==> config.mk <==
export PLATFORM = sky130hd
export DESIGN_NAME = student_ram8
export DESIGN_NICKNAME = d
export VERILOG_FILES = /design/src/rtl/student_ram8.sv
export SDC_FILE = /design/constraint.sdc
export NUM_CORES = 1
export LEC_CHECK = 0
export CORE_MARGIN = 3
export CORE_UTILIZATION = 50
export CTS_CLUSTER_DIAMETER = 40
export DETAILED_ROUTE_END_ITERATION = 8
export GPL_TIMING_DRIVEN = 1
export PLACE_DENSITY = 0.78
export SLEW_MARGIN = 10
export SYNTH_ARGS = -nofsm -noshare
export SYNTH_HDL_FRONTEND = slang
export SYNTH_HIERARCHICAL = 1
export SYNTH_SLANG_ARGS = --single-unit
==> constraint.sdc <==
create_clock -name clk -period 1.9 [get_ports clk]
set_input_delay 0.38 -clock clk [delete_from_list [all_inputs] [get_ports clk]]
set_output_delay 0.38 -clock clk [all_outputs]
set_load 0.02 [all_outputs]
==> src/rtl/student_ram8.sv <==
// Eight-word register file assembled structurally from single-bit flip-flop cells.
// The write-enable demux, the read mux and the bit-cell select are all built from AND/OR/NOT gates.

module student_bit (
    input  logic clk,
    input  logic rst_n,
    input  logic load,
    input  logic in,
    output logic out
);
    logic next;

    // 2:1 select from gates: take the new data when load is high, otherwise keep the stored bit
    assign next = (load & in) | (~load & out);

    always_ff @(posedge clk or negedge rst_n) begin
        if (!rst_n) out <= 1'b0;
        else        out <= next;
    end
endmodule

module student_register16 #(
    parameter int unsigned WIDTH = 16
) (
    input  logic             clk,
    input  logic             rst_n,
    input  logic             load,
    input  logic [WIDTH-1:0] in,
    output logic [WIDTH-1:0] out
);
    for (genvar b = 0; b < WIDTH; b++) begin : g_bit
        student_bit u_bit (
            .clk  (clk),
            .rst_n(rst_n),
            .load (load),
            .in   (in[b]),
            .out  (out[b])
        );
    end
endmodule

module student_dmux8 (
    input  logic       in,
    input  logic [2:0] sel,
    output logic [7:0] out
);
    // The enable is ANDed into every term, so an unknown sel with in=0 still gives all zeros
    for (genvar i = 0; i < 8; i++) begin : g_dec
        localparam logic [2:0] IDX = 3'(i);
        assign out[i] = in
                      & (IDX[2] ? sel[2] : ~sel[2])
                      & (IDX[1] ? sel[1] : ~sel[1])
                      & (IDX[0] ? sel[0] : ~sel[0]);
    end
endmodule

module student_mux8 #(
    parameter int unsigned WIDTH = 16
) (
    input  logic [7:0][WIDTH-1:0] in,
    input  logic [2:0]            sel,
    output logic [WIDTH-1:0]      out
);
    logic [7:0] dec;

    for (genvar i = 0; i < 8; i++) begin : g_dec
        localparam logic [2:0] IDX = 3'(i);
        assign dec[i] = (IDX[2] ? sel[2] : ~sel[2])
                      & (IDX[1] ? sel[1] : ~sel[1])
                      & (IDX[0] ? sel[0] : ~sel[0]);
    end

    // AND-OR tree: each word is gated by its one-hot select and all of them are ORed together
    always_comb begin
        out = '0;
        for (int i = 0; i < 8; i++) begin
            out = out | (in[i] & {WIDTH{dec[i]}});
        end
    end
endmodule

module student_ram8 #(
    parameter int unsigned WIDTH = 16
) (
    input  logic             clk,
    input  logic             rst_n,
    input  logic [WIDTH-1:0] in,
    input  logic             load,
    input  logic [2:0]       address,
    output logic [WIDTH-1:0] out
);
    localparam int unsigned DEPTH = 8;

    logic [DEPTH-1:0]            word_load;
    logic [DEPTH-1:0][WIDTH-1:0] words;

    student_dmux8 u_dmux (
        .in (load),
        .sel(address),
        .out(word_load)
    );

    for (genvar w = 0; w < DEPTH; w++) begin : g_word
        student_register16 #(.WIDTH(WIDTH)) u_reg (
            .clk  (clk),
            .rst_n(rst_n),
            .load (word_load[w]),
            .in   (in),
            .out  (words[w])
        );
    end

    student_mux8 #(.WIDTH(WIDTH)) u_mux (
        .in (words),
        .sel(address),
        .out(out)
    );
endmodule
==> flow_summary.json, run 1 <==
{
  "run_status": "finished, violations left",
  "failed_checks": "setup timing",
  "regArea_um2": 3200,
  "grt_pass1_wl_um": 23600,
  "cp_slowest_cell": "mux4_2",
  "avgSynthCellArea_um2": 19.6,
  "finalHoldViolCount": 0,
  "rows": 40,
  "clk_pin_slew_ns": 0.06,
  "final_util_pct": 69.4,
  "fmax_mhz": 478,
  "grt_max_degree": 53,
  "cp.arrival_ns": 1.71,
  "wl_per_cell_um": 22.0,
  "totalWireLength_um": 14500,
  "slew_violations": 0,
  "n_antenna_cell": 0,
  "nets": 500,
  "remaining_drc_errors": 0,
  "h-tree-depth": 4,
  "setup_violations": 16,
  "drtIter0Drc": 248,
  "clock_skew_ns": 0,
  "multi_input_area_um2": 2990,
  "finalWorstSetupSlack_ns": -0.194,
  "clock_path_buffers": 2,
  "dp_cells": 597,
  "die-area_um2": 14000,
  "port_buffers": 37,
  "r2r_cells": 3,
  "grt_pass1_vias": 4101,
  "ant_nets": 0,
  "die_w_um": 118,
  "path_delay_family": "multiplexers",
  "cts_num_sinks": 128,
  "drive_gt1_share_pct": 69.0,
  "core_um2": 12200,
  "initial_utilization_pct": 51.7,
  "holdWs_ns": 0.449,
  "via_count": 3607,
  "dp_hpwl_um": 8400,
  "tns_ns": -2.92,
  "grt.overflow.total": 0,
  "maxCapViolCount": 0,
  "n_fill_cell": 805,
  "rrSetupSlack_ns": 0.87,
  "crit_chain": "mux4_2 > mux2_4 > buf_6",
  "ys_warn_count": 6,
  "slew_headroom_pct": 67.6,
  "peakVddDrop_v": 0.000749,
  "crit_buf_inv": 1,
  "min_path_type": "primary input to async pin",
  "cts_root_buffer": "clkbuf_16",
  "via_per_inst": 5.47,
  "clk_latency_ns": 0.42,
  "worstMarginPinSlew_ns": 0.487,
  "drt_first_pass_iters": 4,
  "grt_antenna_before_repair": 0,
  "startpoint_type": "register",
  "p_leak_nw": 3.90,
  "syn_nets": 343,
  "grt_util_all_layers_pct": 22.3,
  "setup.worst_path.class": "register to output pin",
  "syn_area_um2": 6290,
  "gp_congestion": 0.764,
  "fin_crit_ns": 2.09,
  "crit_required_ns": 1.52,
  "stdcell_count": 659,
  "io-pin-count": 38,
  "cp_slowest_stage_delay_ns": 0.48,
  "fin_area_um2": 8440,
  "cts_tree": "done",
  "cts_buffers": 17,
  "die_y_um": 118,
  "ys_seq_elements": 128,
  "synth_cells": 321,
  "period_share_pct": 110,
  "endpoint_kind": "output pin",
  "rsz0062_at_grt": "true",
  "synth.yosys.seq_area_share_pct": 50.9,
  "placed_area_um2": 7550,
  "power_mw": 9.96,
  "power_density_nw_per_um2": 1180,
  "dpl_worst_slack_ns": -0.794,
  "area_growth_pct": 34.2,
  "synth.distinct_cells": 15,
  "path_max_fanout": 2
}
[cells in the mapped netlist]
master / n / area [µm²]
mux2_4: 128 / 1920
mux2_2: 16 / 180
clkbuf_1: 2 / 7.51
and4_2: 1 / 10.0
and4bb_2: 1 / 12.5
buf_6: 4 / 45.0
mux4_2: 4 / 90.1
mux4_1: 28 / 736
clkbuf_2: 1 / 5.00
dfrtp_1: 128 / 3200
buf_1: 2 / 7.51
and4b_2: 2 / 22.5
and4b_1: 1 / 10.0
nor4b_2: 1 / 15.0
and4bb_1: 2 / 25.0
[report_power, final]
group | total [mW] | internal, mW | switching, mW
clock | 3.56 | 2.38 | 1.18
sequential | 3.70 | 3.33 | 0.363
combinational | 2.70 | 1.90 | 0.800
[layout make-up]
| cell class | instances | area share [%] |
|---|---|---|
| clock inverter | 11 | 2.19 |
| sequential | 128 | 37.9 |
| multi-input combinational | 184 | 35.4 |
| timing repair buffer | 147 | 16.5 |
| clock buffer | 21 | 5.45 |
| tap | 168 | 2.49 |
[metal layers]
layer	wire length, µm	GRT usage (%)	up-vias
li1	-	-	1551
met1	6360	31.5	1938
met2	7130	33.8	100
met3	859	5.65	18
met4	165	7.99	0
met5	0	0	-
[placed cells by master, fill, tap and decap left out]
| cell type | synthesis | routed |
|---|---|---|
| clkdlybuf4s15_2 | 0 | 1 |
| and4bb_1 | 2 | 2 |
| buf_12 | 0 | 11 |
| clkinvlp_4 | 0 | 2 |
| dlygate4sd3_1 | 0 | 1 |
| mux4_2 | 4 | 32 |
| clkdlybuf4s50_1 | 0 | 18 |
| and4bb_2 | 1 | 1 |
| bufinv_16 | 0 | 5 |
| clkbuf_8 | 0 | 2 |
| buf_16 | 0 | 2 |
| dfrtp_1 | 128 | 128 |
| buf_4 | 0 | 97 |
| clkinv_2 | 0 | 4 |
| and4b_1 | 1 | 1 |
| clkbuf_1 | 2 | 2 |
| and4b_2 | 2 | 2 |
| clkbuf_16 | 0 | 17 |
| mux2_4 | 128 | 144 |
| nor4b_4 | 0 | 1 |
| and4_2 | 1 | 1 |
| buf_6 | 4 | 17 |
[kinds of logic after synthesis]
family | count (synthesis) | synth area share [%]
buf+inv | 9 | 1.03
flops | 128 | 50.9
mux | 176 | 46.5
simple gates | 8 | 1.51
[how the worst max path moves through the flow]
| stage | startpoint | end | cells past startpoint |
|---|---|---|---|
| 2_1_floorplan | address[0] | out[1] | 4 |
| 3_3_place_gp | address[2] | out[3] | 5 |
| 3_5_place_dp | address[2] | out[12] | 5 |
| 4_1_cts | register | out[5] | 3 |
| 5_1_grt | register | out[12] | 3 |
| 6_report | register | out[5] | 3 |
[repair_timing]
action | in CTS | in global routing
endpoints found under the hold margin | 31 | 0
setup endpoints to repair | 16 | 16
buffers inserted | 20 | 7
gates cloned | 2 | 0
gates resized for setup | 146 | 1
hold buffers | 1 | 0
No activity file was read; power rests on OpenSTA's default activity.
==> inputs of run 2 (changes only) <==
--- a/config.mk
+++ b/config.mk
@@ -5,7 +5,8 @@
 export SDC_FILE = /design/constraint.sdc
 export NUM_CORES = 1
 export LEC_CHECK = 0
-export CORE_MARGIN = 3
+export CORE_ASPECT_RATIO = 0.5
+export CORE_MARGIN = 5
 export CORE_UTILIZATION = 50
 export CTS_CLUSTER_DIAMETER = 40
 export DETAILED_ROUTE_END_ITERATION = 8
==> flow_summary.json, run 2 (synthesis results as in run 1) <==
{
  "drt_first_pass_iters": 4,
  "n_antenna_cell": 0,
  "cts_num_sinks": 128,
  "gp_congestion": 0.846,
  "period_share_pct": 110,
  "crit_required_ns": 1.52,
  "n_fill_cell": 721,
  "die_w_um": 169,
  "endpoint_kind": "output pin",
  "wl_per_cell_um": 22.8,
  "power_density_nw_per_um2": 1130,
  "h-tree-depth": 4,
  "grt_antenna_before_repair": 0,
  "finalHoldViolCount": 0,
  "p_leak_nw": 3.97,
  "fmax_mhz": 477,
  "worstMarginPinSlew_ns": 0.457,
  "die-area_um2": 15100,
  "nets": 516,
  "totalWireLength_um": 15300,
  "slew_headroom_pct": 69.5,
  "setup.worst_path.class": "register to output pin",
  "fin_crit_ns": 2.10,
  "via_count": 3695,
  "clk_pin_slew_ns": 0.05,
  "initial_utilization_pct": 52.2,
  "setup_violations": 16,
  "finalWorstSetupSlack_ns": -0.198,
  "die_y_um": 89.3,
  "peakVddDrop_v": 0.000570,
  "final_util_pct": 71.1,
  "startpoint_type": "register",
  "drive_gt1_share_pct": 70.0,
  "cts_buffers": 17,
  "power_mw": 9.70,
  "grt.overflow.total": 0,
  "cts_root_buffer": "clkbuf_16",
  "layout_commonest_cell": "mux2_4",
  "ant_nets": 0,
  "dp_cells": 589,
  "stdcell_count": 672,
  "drtIter0Drc": 189,
  "io-pin-count": 38,
  "cp.arrival_ns": 1.72,
  "clk_latency_ns": 0.41,
  "core_um2": 12100,
  "cts_tree": "done",
  "dp_hpwl_um": 8790,
  "rows": 28,
  "run_status": "finished, violations left",
  "via_per_inst": 5.50,
  "grt_pass1_wl_um": 24400,
  "remaining_drc_errors": 0,
  "area_growth_pct": 36.1,
  "grt_util_all_layers_pct": 21.8,
  "maxCapViolCount": 0,
  "path_max_fanout": 2,
  "clock_skew_ns": 0,
  "final_cell_mix": "mux2_4 (144), dfrtp_1 (128), buf_4 (107)",
  "rsz0062_at_grt": "true",
  "min_path_type": "primary input to async pin",
  "port_buffers": 37,
  "grt_max_degree": 49,
  "slew_violations": 0,
  "clock_path_buffers": 2,
  "failed_checks": "setup timing",
  "holdWs_ns": 0.470,
  "grt_pass1_vias": 4178
}
[run 2: cell types whose count changed in the layout (fill, tap and decap cells not counted), sizes merged]
cell / change
bufbuf: +1
buf: +15
clkinvlp: +1
bufinv: -3
clkinv: +3
clkbuf: -1
[run 2: critical path, cell delays in order, from the launching register on]
cell and delay, ns:
dfrtp_1 0.40, mux4_2 0.47, mux2_4 0.30, buf_6 0.13
[run 2: worst paths after layout]
path | end | slack [ns] | cells after the start
max in group asynchronous | async pin | 0.80 | 3
min in group clk | register | 0.51 | 1
worst min register to register | register | 0.51 | 1
worst max-delay path | out[3] | -0.20 | 3
worst min-delay path | async pin | 0.47 | 2
worst max register to register | register | 0.74 | 4
[run 2: area by class of cell]
type                    count  area, µm²  share of cell area (%)
flip-flops and latches    128       3200                    37.4
multi-input cells         184       2990                    34.9
repair buffers            163       1600                    18.7
clock buffers              20        447                    5.22
well taps                 165        206                    2.41
clock inverters            12        118                    1.37
[run 2: through the flow]
stage,TNS [ns],setup slack (ns),instance area (µm²)
CTS,-2.84,-0.198,8440
detailed placement,-52.82,-0.763,7570
global route,-3.48,-0.239,8560
finish,-2.72,-0.198,8560
global placement,-50.07,-0.763,7570
floorplan,0,0.0381,6300
[run 2: power by group]
part	switching, mW	internal [mW]	total [mW]
registers	0.374	3.33	3.71
clock network	1.19	1.94	3.13
logic	0.857	2.00	2.86
[run 2: repair_timing]
action / in CTS / in global routing
endpoints found under the setup margin: 16 / 16
gates resized for setup: 147 / 0
hold buffers: 1 / 0
pin swaps: 0 / 0
hold endpoints to repair: 32 / 0
gates cloned: 3 / 0
buffers inserted: 31 / 16
[run 2: metal layers]
layer  share of wire, %  wire [µm]  up-vias  GRT usage [%]
met5                  0          0        -              0
met1                 44       6790     1957           29.3
met3                6.7       1030       20           5.61
li1                   -          -     1594              -
met2                 47       7200      124           35.0
met4                1.8        278        0           8.69
==> inputs of run 3 (changes only) <==
--- a/config.mk
+++ b/config.mk
@@ -6,12 +6,14 @@
 export NUM_CORES = 1
 export LEC_CHECK = 0
 export CORE_ASPECT_RATIO = 0.5
-export CORE_MARGIN = 5
+export CORE_MARGIN = 2
 export CORE_UTILIZATION = 50
+export CTS_BUF_LIST = sky130_fd_sc_hd__clkbuf_8
 export CTS_CLUSTER_DIAMETER = 40
 export DETAILED_ROUTE_END_ITERATION = 8
 export GPL_TIMING_DRIVEN = 1
 export PLACE_DENSITY = 0.78
+export SKIP_LAST_GASP = 1
 export SLEW_MARGIN = 10
 export SYNTH_ARGS = -nofsm -noshare
 export SYNTH_HDL_FRONTEND = slang
==> flow_summary.json, run 3 (synthesis results as in run 1) <==
{
  "run_status": "finished, violations left",
  "clock_skew_ns": 0,
  "dr.max_layer_used": "met4",
  "clk_pin_slew_ns": 0.08,
  "drt_first_pass_iters": 4,
  "cts_buffers": 17,
  "totalWireLength_um": 15500,
  "port_buffers": 37,
  "dp_hpwl_um": 9020,
  "final_cell_mix": "mux2_4 (143), dfrtp_1 (128), buf_4 (128)",
  "clkPwrFrac_pct": 25.8,
  "slew_headroom_pct": 67.7,
  "rsz0062_at_grt": "true",
  "rows": 28,
  "final_util_pct": 69.4,
  "endpoint_kind": "output pin",
  "clk_latency_ns": 0.44,
  "via_per_inst": 5.45,
  "grt.overflow.total": 0,
  "share_comb_of_total_power_pct": 32.5,
  "maxCapViolCount": 0,
  "crit_required_ns": 1.52,
  "core_um2": 12100,
  "gp_congestion": 0.779,
  "stdcell_count": 684,
  "power_density_nw_per_um2": 1060,
  "die_y_um": 83.3,
  "cts_num_sinks": 128,
  "setup_violations": 16,
  "wl_per_cell_um": 22.6,
  "power_frac_seq_pct": 41.7,
  "startpoint_type": "register",
  "p_sw_share_pct": 26.4,
  "layout_commonest_cell": "mux2_4",
  "drive_gt1_share_pct": 70.9,
  "n_antenna_cell": 0,
  "slew_violations": 0,
  "cts_root_buffer": "clkbuf_8",
  "wl_met3_um": 538,
  "drtIter0Drc": 222,
  "wl_met1_um": 7130,
  "die-area_um2": 13500,
  "initial_utilization_pct": 52.2,
  "finalWorstSetupSlack_ns": -0.258,
  "p_leak_nw": 3.92,
  "grt_pass1_wl_um": 24900,
  "ant_nets": 0,
  "failed_checks": "setup timing",
  "dp_cells": 602,
  "grt_antenna_before_repair": 0,
  "finalHoldViolCount": 0,
  "die_w_um": 163,
  "internal_power_mw": 6.55,
  "io-pin-count": 38,
  "period_share_pct": 114,
  "clock_path_buffers": 2,
  "grt_util_all_layers_pct": 24.5,
  "path_max_fanout": 2,
  "h-tree-depth": 4,
  "fmax_mhz": 463,
  "setup.worst_path.class": "register to output pin",
  "grt_max_degree": 57,
  "worstMarginPinSlew_ns": 0.485,
  "cts_tree": "done",
  "wl_met2_um": 7620,
  "cp.arrival_ns": 1.78,
  "nets": 529,
  "fin_crit_ns": 2.16,
  "via_count": 3726,
  "remaining_drc_errors": 0,
  "min_path_type": "primary input to async pin",
  "grt_pass1_vias": 4244,
  "peakVddDrop_v": 0.000630,
  "n_fill_cell": 745,
  "power_switching_mw": 2.35,
  "area_growth_pct": 33.0
}
==> run 3: changes by cell type in the layout (fill, tap and decap cells not counted), moves of 2 or more <==
cell	delta
buf_12	-7
buf_4	+21
clkbuf_1	-2
clkbuf_16	-17
clkbuf_8	+18
clkinv_2	-2
==> run 3: final timing paths <==
kind / from / end / slack [ns] / depth (start not counted)
setup / recovery: register / out[12] / -0.26 / 3
hold / removal: rst_n / async pin / 0.44 / 2
setup reg to reg: register / register / 0.75 / 4
hold reg to reg: register / register / 0.51 / 1
max in group asynchronous: rst_n / async pin / 0.79 / 3
min in group clk: register / register / 0.51 / 1
==> run 3: power by group through the flow <==
stage	registers [mW]	logic (mW)	clock network (mW)
CTS	3.67	2.78	2.31
finish	3.71	2.89	2.30
floorplan	3.56	1.47	0
global route	3.77	3.06	2.47
global placement	3.64	2.28	0
detailed placement	3.70	2.36	0
==> run 3: final cells by class <==
class	instances	area [µm²]	share of cell area, %
clock inverter	12	119	1.42
multi-input combinational	184	2980	35.7
clock buffer	19	262	3.13
tap	165	206	2.47
timing repair buffer	176	1590	19.1
sequential	128	3200	38.3
==> run 3: per-layer routing <==
metal / track usage, % / vias up
met5: 0 / -
met1: 34.0 / 2024
met4: 8.29 / 0
met3: 5.74 / 16
li1: - / 1608
met2: 38.4 / 78
==> run 3: critical path, cell delays in order, from the launching register on <==
cell and delay [ns]:
dfrtp_1 0.42, mux4_2 0.50, mux2_4 0.29, buf_6 0.13
==> run 3: repair_timing <==
item / CTS / global route
gates cloned: 2 / 0
buffers inserted: 36 / 12
resized for setup: 139 / 6
endpoints found under the setup margin: 16 / 16
hold buffers: 1 / 0
hold endpoints to repair: 34 / 0
==> run 3: through the flow <==
step / instance area [µm²] / total power [mW] / hold WS (ns) / setup TNS, ns / setup slack [ns]
2_1_floorplan: 6300 / 5.03 / 0.0844 / 0 / 0.0381
3_3_place_gp: 7580 / 5.92 / 0.355 / -48.47 / -0.748
3_5_place_dp: 7580 / 6.06 / 0.369 / -55.06 / -0.782
4_1_cts: 8260 / 8.76 / 0.441 / -3.40 / -0.232
5_1_grt: 8370 / 9.29 / 0.471 / -4.19 / -0.290
6_report: 8370 / 8.90 / 0.442 / -3.34 / -0.258
